## config.mk

```make
export PLATFORM = sky130hd
export DESIGN_NAME = uart_rx_buffered
export DESIGN_NICKNAME = d
export VERILOG_FILES = /design/src/rtl/uart_rx_buffered.sv
export SDC_FILE = /design/constraint.sdc
export NUM_CORES = 1
export LEC_CHECK = 0
export ABC_AREA = 1
export BUFFER_PORTS_ARGS = -buffer_cell sky130_fd_sc_hd__buf_2
export CAP_MARGIN = 20
export CORE_MARGIN = 2
export CORE_UTILIZATION = 55
export DETAILED_ROUTE_END_ITERATION = 8
export HOLD_SLACK_MARGIN = 0.1
export PLACE_DENSITY = 0.74
export SLEW_MARGIN = 0
export SYNTH_ARGS = -nofsm -noshare
export SYNTH_HDL_FRONTEND = slang
export SYNTH_SLANG_ARGS = --single-unit
```

## constraint.sdc

```tcl
create_clock -name i_Clock -period 1.5 [get_ports i_Clock]
set_input_delay 0.3 -clock i_Clock [delete_from_list [all_inputs] [get_ports i_Clock]]
set_output_delay 0.3 -clock i_Clock [all_outputs]
set_load 0.05 [all_outputs]
```

## src/rtl/uart_rx_buffered.sv

```systemverilog
// uart_rx_buffered: 8N1 UART receiver feeding a one-byte valid/ready holding register.
// Define UART_RX_PARITY_EN for 8E1 frames with even-parity checking.
module uart_rx_buffered #(
    parameter int CLKS_PER_BIT = 217
) (
    input  logic       i_Clock,
    input  logic       i_Reset,
    input  logic       i_RX_Serial,
    input  logic       i_RX_Ready,
    output logic       o_RX_DV,
    output logic [7:0] o_RX_Byte,
    output logic       o_Frame_Err,
    output logic       o_Overrun
);

    localparam int CW = (CLKS_PER_BIT > 1) ? $clog2(CLKS_PER_BIT) : 1;
    localparam logic [CW-1:0] CNT_MAX  = CW'(CLKS_PER_BIT - 1);
    localparam logic [CW-1:0] CNT_HALF = CW'((CLKS_PER_BIT - 1) / 2);

`ifdef UART_RX_PARITY_EN
    typedef enum logic [2:0] {
        IDLE, START, DATA, PARITY, STOP, CLEANUP
    } state_t;
`else
    typedef enum logic [2:0] {
        IDLE, START, DATA, STOP, CLEANUP
    } state_t;
`endif

    state_t        state_q, state_d;
    logic          sync1_q, sync2_q;
    logic [1:0]    sync_vld_q, sync_vld_d;
    logic          armed_q, armed_d;
    logic [CW-1:0] cnt_q, cnt_d;
    logic [2:0]    bit_idx_q, bit_idx_d;
    logic [7:0]    shift_q, shift_d;
    logic          dv_q, dv_d;
    logic [7:0]    byte_q, byte_d;
    logic          ferr_q, ferr_d;
    logic          ovr_q, ovr_d;
    logic          rx_s;
    logic          done;
    logic          bad;
    logic          accept;
`ifdef UART_RX_PARITY_EN
    logic          par_q, par_d;
`endif

    assign rx_s = sync2_q;

    always_comb begin
        state_d    = state_q;
        cnt_d      = cnt_q;
        bit_idx_d  = bit_idx_q;
        shift_d    = shift_q;
        armed_d    = armed_q;
        sync_vld_d = {sync_vld_q[0], 1'b1};
        done       = 1'b0;
        bad        = 1'b0;
`ifdef UART_RX_PARITY_EN
        par_d      = par_q;
`endif
        unique case (state_q)
            IDLE: begin
                cnt_d     = '0;
                bit_idx_d = '0;
                // Only a genuinely sampled high line (not reset values) arms start detection
                if (sync_vld_q[1] && rx_s) begin
                    armed_d = 1'b1;
                end
                if (armed_q && !rx_s) begin
                    state_d = START;
                end
            end
            START: begin
                if (cnt_q == CNT_HALF) begin
                    cnt_d   = '0;
                    state_d = rx_s ? IDLE : DATA;
                end else begin
                    cnt_d = cnt_q + 1'b1;
                end
            end
            DATA: begin
                if (cnt_q == CNT_MAX) begin
                    cnt_d             = '0;
                    shift_d[bit_idx_q] = rx_s;
                    if (bit_idx_q == 3'd7) begin
`ifdef UART_RX_PARITY_EN
                        state_d = PARITY;
`else
                        state_d = STOP;
`endif
                    end else begin
                        bit_idx_d = bit_idx_q + 3'd1;
                    end
                end else begin
                    cnt_d = cnt_q + 1'b1;
                end
            end
`ifdef UART_RX_PARITY_EN
            PARITY: begin
                if (cnt_q == CNT_MAX) begin
                    cnt_d   = '0;
                    par_d   = rx_s;
                    state_d = STOP;
                end else begin
                    cnt_d = cnt_q + 1'b1;
                end
            end
`endif
            STOP: begin
                if (cnt_q == CNT_MAX) begin
                    cnt_d   = '0;
                    state_d = CLEANUP;
`ifdef UART_RX_PARITY_EN
                    if (rx_s && !(^{shift_q, par_q})) begin
`else
                    if (rx_s) begin
`endif
                        done = 1'b1;
                    end else begin
                        bad = 1'b1;
                    end
                end else begin
                    cnt_d = cnt_q + 1'b1;
                end
            end
            CLEANUP: begin
                state_d = IDLE;
            end
            default: begin
                state_d = IDLE;
            end
        endcase
    end

    // A completion is dropped only if the held byte is not leaving this clock
    always_comb begin
        accept = dv_q && i_RX_Ready;
        dv_d   = dv_q;
        byte_d = byte_q;
        ovr_d  = 1'b0;
        ferr_d = bad;
        if (accept) begin
            dv_d = 1'b0;
        end
        if (done) begin
            if (!dv_q || accept) begin
                dv_d   = 1'b1;
                byte_d = shift_q;
            end else begin
                ovr_d = 1'b1;
            end
        end
    end

    always_ff @(posedge i_Clock) begin
        if (i_Reset) begin
            state_q    <= IDLE;
            sync1_q    <= 1'b1;
            sync2_q    <= 1'b1;
            sync_vld_q <= '0;
            armed_q    <= 1'b0;
            cnt_q      <= '0;
            bit_idx_q  <= '0;
            shift_q    <= '0;
            dv_q       <= 1'b0;
            byte_q     <= 8'h00;
            ferr_q     <= 1'b0;
            ovr_q      <= 1'b0;
`ifdef UART_RX_PARITY_EN
            par_q      <= 1'b0;
`endif
        end else begin
            state_q    <= state_d;
            sync1_q    <= i_RX_Serial;
            sync2_q    <= sync1_q;
            sync_vld_q <= sync_vld_d;
            armed_q    <= armed_d;
            cnt_q      <= cnt_d;
            bit_idx_q  <= bit_idx_d;
            shift_q    <= shift_d;
            dv_q       <= dv_d;
            byte_q     <= byte_d;
            ferr_q     <= ferr_d;
            ovr_q      <= ovr_d;
`ifdef UART_RX_PARITY_EN
            par_q      <= par_d;
`endif
        end
    end

    assign o_RX_DV     = dv_q;
    assign o_RX_Byte   = byte_q;
    assign o_Frame_Err = ferr_q;
    assign o_Overrun   = ovr_q;

endmodule

```

Word level (Yosys, flattened, before mapping)

Index checks and enable logic that the tools add are counted.

Register bits: 38
Input port bits: 4
Logic and storage cells: 75

Add/subtract/negate cells: 2
Magnitude comparators: 2
Equality and inequality tests: 12
Multiplexer cells: 25
Bitwise logic cells: 3
Reductions and logical operators: 18

Operator list:

| kind                | number |
|---|---|
| $pmux 8 s3          | 1 |
| $mux 3              | 7 |
| $mux 8              | 2 |
| $ne 2x2->1 const B  | 6 |
| $pmux 3 s4          | 1 |
| $mux 1              | 10 |
| $add 8x1->8 const B | 1 |
| $bwmux 8            | 1 |
| $eq 8x7->1 const B  | 1 |
| $eq 8x8->1 const B  | 1 |
| $eq 3x2->1 const B  | 2 |
| $pmux 3 s2          | 1 |
| $reduce_and 2->1    | 3 |
| $reduce_and 5->1    | 1 |
| $logic_and 1x1->1   | 4 |
| $lt 3x4->1 const B  | 1 |
| $reduce_or 2->1     | 2 |
| $add 3x1->3 const B | 1 |
| $demux 1 s3         | 1 |
| $eq 3x1->1 const B  | 1 |
| $eq 3x3->1 const B  | 1 |
| $ge 3x1->1 const B  | 1 |
| $logic_not 3->1     | 1 |
| $not 1->1           | 3 |
| other kinds (7)     | 8 |

Depth between registers and ports, before layout

Depth in word-level cells: 5
Gate-level depth with buffers: 11
Gate-level depth less buffers: 10

Least setup slack after synthesis

OpenSTA, ideal clock, no wires.

Path kind: register -> register
Start: reg dv_q, in the netlist o_RX_DV
End: reg ovr_q, in the netlist o_Overrun
Library setup time: 0.092 ns
Arrival time: 1.402 ns
Required time: 1.408 ns
Setup slack: 0.006 ns
Stages on the path, launching flop included: 5
Buffers on the path: 0
Period minus slack after synthesis: 1.494 ns
Cell sequence: dfxtp_1 inv_1 nor2_1 clkinv_1 nor4_1

Word-level cells in the longest chain between the ends: 3
Elaborated cells between the ends (all ways): 4

Ends and longest elaborated chain:

| element                                                     | RTL line | source |
|---|---|---|
| start: declaration                                          | 37       | `logic dv_q, dv_d;` |
| start signal: assignment                                    | 183      | `dv_q <= dv_d;` |
| $logic_not 1->1 / $logic_and 1x1->1 (equally long branches) | 148, 139 |  |
| $logic_or 1x1->1 (*)                                        | 148      | `if (!dv_q \|\| accept) begin` |
| $mux 1 (*)                                                  | 148      |  |
| end signal: assignment                                      | 186      | `ovr_q <= ovr_d;` |
| end: declaration                                            | 40       | `logic ovr_q, ovr_d;` |

Mark *: on every way between the ends. The rest lies on a longest branch, timed or not.
A chain may end at the register's enable or synchronous reset.

Worst setup path in the final report

Start: reg cnt_q[1]
End: reg byte_q[6], in the netlist o_RX_Byte[6]

Word-level cells in the longest chain between the ends: 4

Ends and longest elaborated chain:

| element                    | RTL line | source |
|---|---|---|
| start: declaration         | 34       | `logic [CW-1:0] cnt_q, cnt_d;` |
| start signal: assignment   | 180      | `cnt_q <= cnt_d;` |
| $eq 8x8->1                 | 112      | `if (cnt_q == CNT_MAX) begin` |
| $mux 1                     | 112      |  |
| $mux 1                     | 63       | `unique case (state_q)` |
| $reduce_and 2->1 (no line) | n/a      |  |
| end signal: assignment     | 184      | `byte_q <= byte_d;` |
| end: declaration           | 38       | `logic [7:0] byte_q, byte_d;` |

No other way between the ends.

==> impl_metrics.py <==
metrics = {
    "routing": {
        "wl_met1_mm": 1.701,
        "drtIter0Drc": 124,
        "dr.pass1.iters": 4,
        "detail-route-antenna-nets": 0,
        "wirelength_mm": 3.441,
        "drc": 0,
        "wl_met2_mm": 1.532,
        "top_layer": "met4",
        "wl_met3_um": 193,
        "num_vias": 1550,
        "wire_per_inst_um": 10.82,
        "avgViaCountPerCell": 4.874,
    },
    "timing": {
        "max_slew.worst_pin.slew_ps": 395.6,
        "final.period_utilization": 0.9759,
        "layout_min_cycle_time_ps": 1464,
        "drv_slew": 0,
        "worst_slack_ps": 36.13,
        "rsz0062_at_grt": "yes",
        "slew_headroom": 0.7359,
        "fmax_mhz": 683.1,
        "skew_ps": 6.996,
        "setup_viol": 0,
        "hold_viol": 0,
    },
    "finish": {
        "instances_no_fill": 318,
        "layout.nets": 282,
        "area.growth.synth_to_final_pct": 16.41,
        "diodes": 0,
        "drive_gt1_frac": 0.2153,
    },
    "grt": {
        "gr-usage-all-layers": 0.1983,
        "grt_pass1_vias": 1214,
        "grt_max_degree": 18,
        "antenna_found_initial": 0,
        "grt.overflow.total": 0,
        "grt_pass1_wl_mm": 5.388,
    },
    "critical_path": {
        "r2r_end": "o_RX_Byte[6]$_SDFFE_PP0P_",
        "endpoint_kind": "register",
        "cp_slowest_stage_delay_ps": 350,
        "critPathTopFamily": "simple AND/OR/NAND/NOR gates",
        "r2r_slack_ps": 40,
        "start_kind": "register",
        "crit_fanout": 8,
        "arrival_ps": 1740,
        "timing.rr.start": "cnt_q[1]$_SDFFE_PP0P_",
        "required_ps": 1780,
        "timing.critical_path.cells": "inv_2 -> ha_4 -> nand2_4 -> nor2_4 -> nand3_4 -> nor3_4 -> nor2_1 -> nor2_1",
        "crit_top_cell": "nor2_1",
        "crit_type": "reg2reg",
        "worstRegToRegCells": 8,
        "cp_num_buf_inv": 1,
        "cpMaxStageDelayCell": "dfxtp_2",
    },
    "synthesis": {
        "synth_ff_type": "dfxtp_1",
        "ys_top_cells_by_count": "nand2_1 (55), nor2_1 (49), dfxtp_1 (38), inv_1 (31), nand3_1 (24)",
        "synth.most_common_cell": "nand2_1",
        "ys_ff_latch": 38,
        "synth-edff-count": 0,
        "netlist_area_sq_mm": 0.001754,
        "ys_top_cells_by_area": "dfxtp_1 (43%), nand2_1 (12%), nor2_1 (10%), nand3_1 (6.8%), inv_1 (6.6%)",
        "syn-num-nets": 256,
        "netlist_instances": 248,
        "ys_seq_area_frac": 0.4337,
        "yosys.area.top_type_share": 0.4337,
        "ys_async_sr_fraction": 0,
        "yosysTopAreaCell": "dfxtp_1",
        "ys_types": 28,
        "yosys_warnings": 0,
        "syn_avg_cell_area_sq_um": 7.073,
    },
    "hold_path": {
        "holdPathEnd": "sync1_q$_SDFF_PP1_",
        "min_path_type": "in2reg",
        "hp-start": "i_RX_Serial",
        "hold_path_depth": 2,
    },
    "die": {
        "num_io_pins": 15,
        "initial_core_util": 0.5746,
        "rows": 20,
        "die_h_um": 60.48,
        "die_w_um": 60.48,
        "core-area_sq_mm": 0.003053,
        "dieArea_sq_mm": 0.003657,
    },
    "clocking": {
        "cts_buffers": 5,
        "cts_num_sinks": 38,
        "cts_tree": "built",
        "clkTransAtPathRegs_ps": 110,
        "clock-root-buffer": "clkbuf_4",
        "htreeDepth": 2,
        "cts_buffer_depth": 2,
        "clkLatencyLatePin_ps": 330,
        "hold_buffers": 0,
    },
    "place": {
        "port_buffers": 14,
        "dp_hpwl_mm": 2.382,
        "pre_cts_ws_ps": 9.324,
        "gp_congestion": 0.8160,
        "place_inst": 308,
    },
    "outcome": {
        "status": "finished clean",
    },
    "power": {
        "p_per_area_mw_per_mm2": 1004,
        "p_leak_nw": 0.9717,
        "p_total_mw": 2.050,
        "ir_drop_v": 0.0006971,
    },
    "flow_run": {
        "cap_violations": 0,
    },
}
==> worst reg2reg max path, stage by stage (launching register included) <==
cell and delay (ps):
dfxtp_2 350, inv_2 70, ha_4 150, nand2_4 50, nor2_4 140, nand3_4 130, nor3_4 330, nor2_1 100
nor2_1 90
==> worst max-delay path by stage <==
stage                                     end                    start  slack (ps)  cells past startpoint
floorplan                o_Overrun$_SDFF_PP0_       o_RX_DV$_SDFF_PP0_           6                      4
detailed placement      cnt_q[0]$_SDFFE_PP0P_    cnt_q[1]$_SDFFE_PP0P_           9                      9
CTS                     cnt_q[0]$_SDFFE_PP0P_    cnt_q[0]$_SDFFE_PP0P_          20                      9
global placement        cnt_q[7]$_SDFFE_PP0P_    cnt_q[0]$_SDFFE_PP0P_          60                      9
finish              o_RX_Byte[6]$_SDFFE_PP0P_    cnt_q[1]$_SDFFE_PP0P_          40                      8
global route        o_RX_Byte[6]$_SDFFE_PP0P_  state_q[2]$_SDFFE_PP0P_         -90                      7
==> through the flow <==
stage,utilization,area [sq um],setup TNS [ps],hold slack (ps)
CTS,0.6398,1953,0,147.1
finish,0.6689,2042,0,152.0
global placement,0.6234,1903,0,392.4
floorplan,-,1754,0,388.3
detailed placement,0.6234,1903,0,406.3
global route,0.6689,2042,-616.5,137.7
==> flip-flops by register name, summed over array words and instances, names as in the netlist <==
signal       count
rx_s             1
o_Frame_Err      1
armed_q          1
cnt_q            8
o_Overrun        1
bit_idx_q        3
sync_vld_q       2
o_RX_DV          1
o_RX_Byte        8
shift_q          8
state_q          3
sync1_q          1
==> power by group <==
part	switching [mW]	internal (mW)	leakage, nW
sequential	0.0475	1.05	0.309
clock	0.324	0.169	0.0308
combinational	0.291	0.170	0.632
total	0.663	1.39	0.972
==> final cells by class <==
class,count,area [sq um]
Inverter,35,133.9
Clock buffer,5,37.54
Clock inverter,2,10.01
Fill cell,267,1011
Sequential cell,38,763.2
Timing Repair Buffer,24,145.1
Multi-Input combinational cell,170,897.1
Tap cell,44,55.05
==> repair_timing <==
action,in CTS,in global routing
pin swaps,0,14
endpoints found under the setup margin,1,28
setup buffers,0,3
resized for setup,1,18
==> cells by family (layout without fill, tap and decap cells) <==
| group | count (synthesis) | after routing | share of synthesized area |
|---|---|---|---|
| and+or+nand+nor | 150 | 150 | 0.3880 |
| DFF | 38 | 38 | 0.4337 |
| buffers and inverters | 40 | 66 | 0.09130 |
| AOI/OAI and AO/OA | 12 | 12 | 0.03852 |
| adders and majority gates | 4 | 4 | 0.02853 |
| xor gates and xnor gates | 4 | 4 | 0.01998 |
==> cell usage in the layout (no fill, tap or decap), drive strengths merged, types with 3 or more instances in the layout <==
cell type and n:
buf 24, dfxtp 38, nand4 4, clkbuf 5
ha 4, inv 34, a21oi 8, clkinv 3
nand2 56, nor3 5, nand3 25, nor2 56
==> layer usage <==
metal	vias to the layer above	GRT usage
li1	821	-
met1	678	0.2732
met2	49	0.3012
met3	2	0.07036
met4	0	0.04658
met5	-	0
Power figures use the tool's default switching activity.
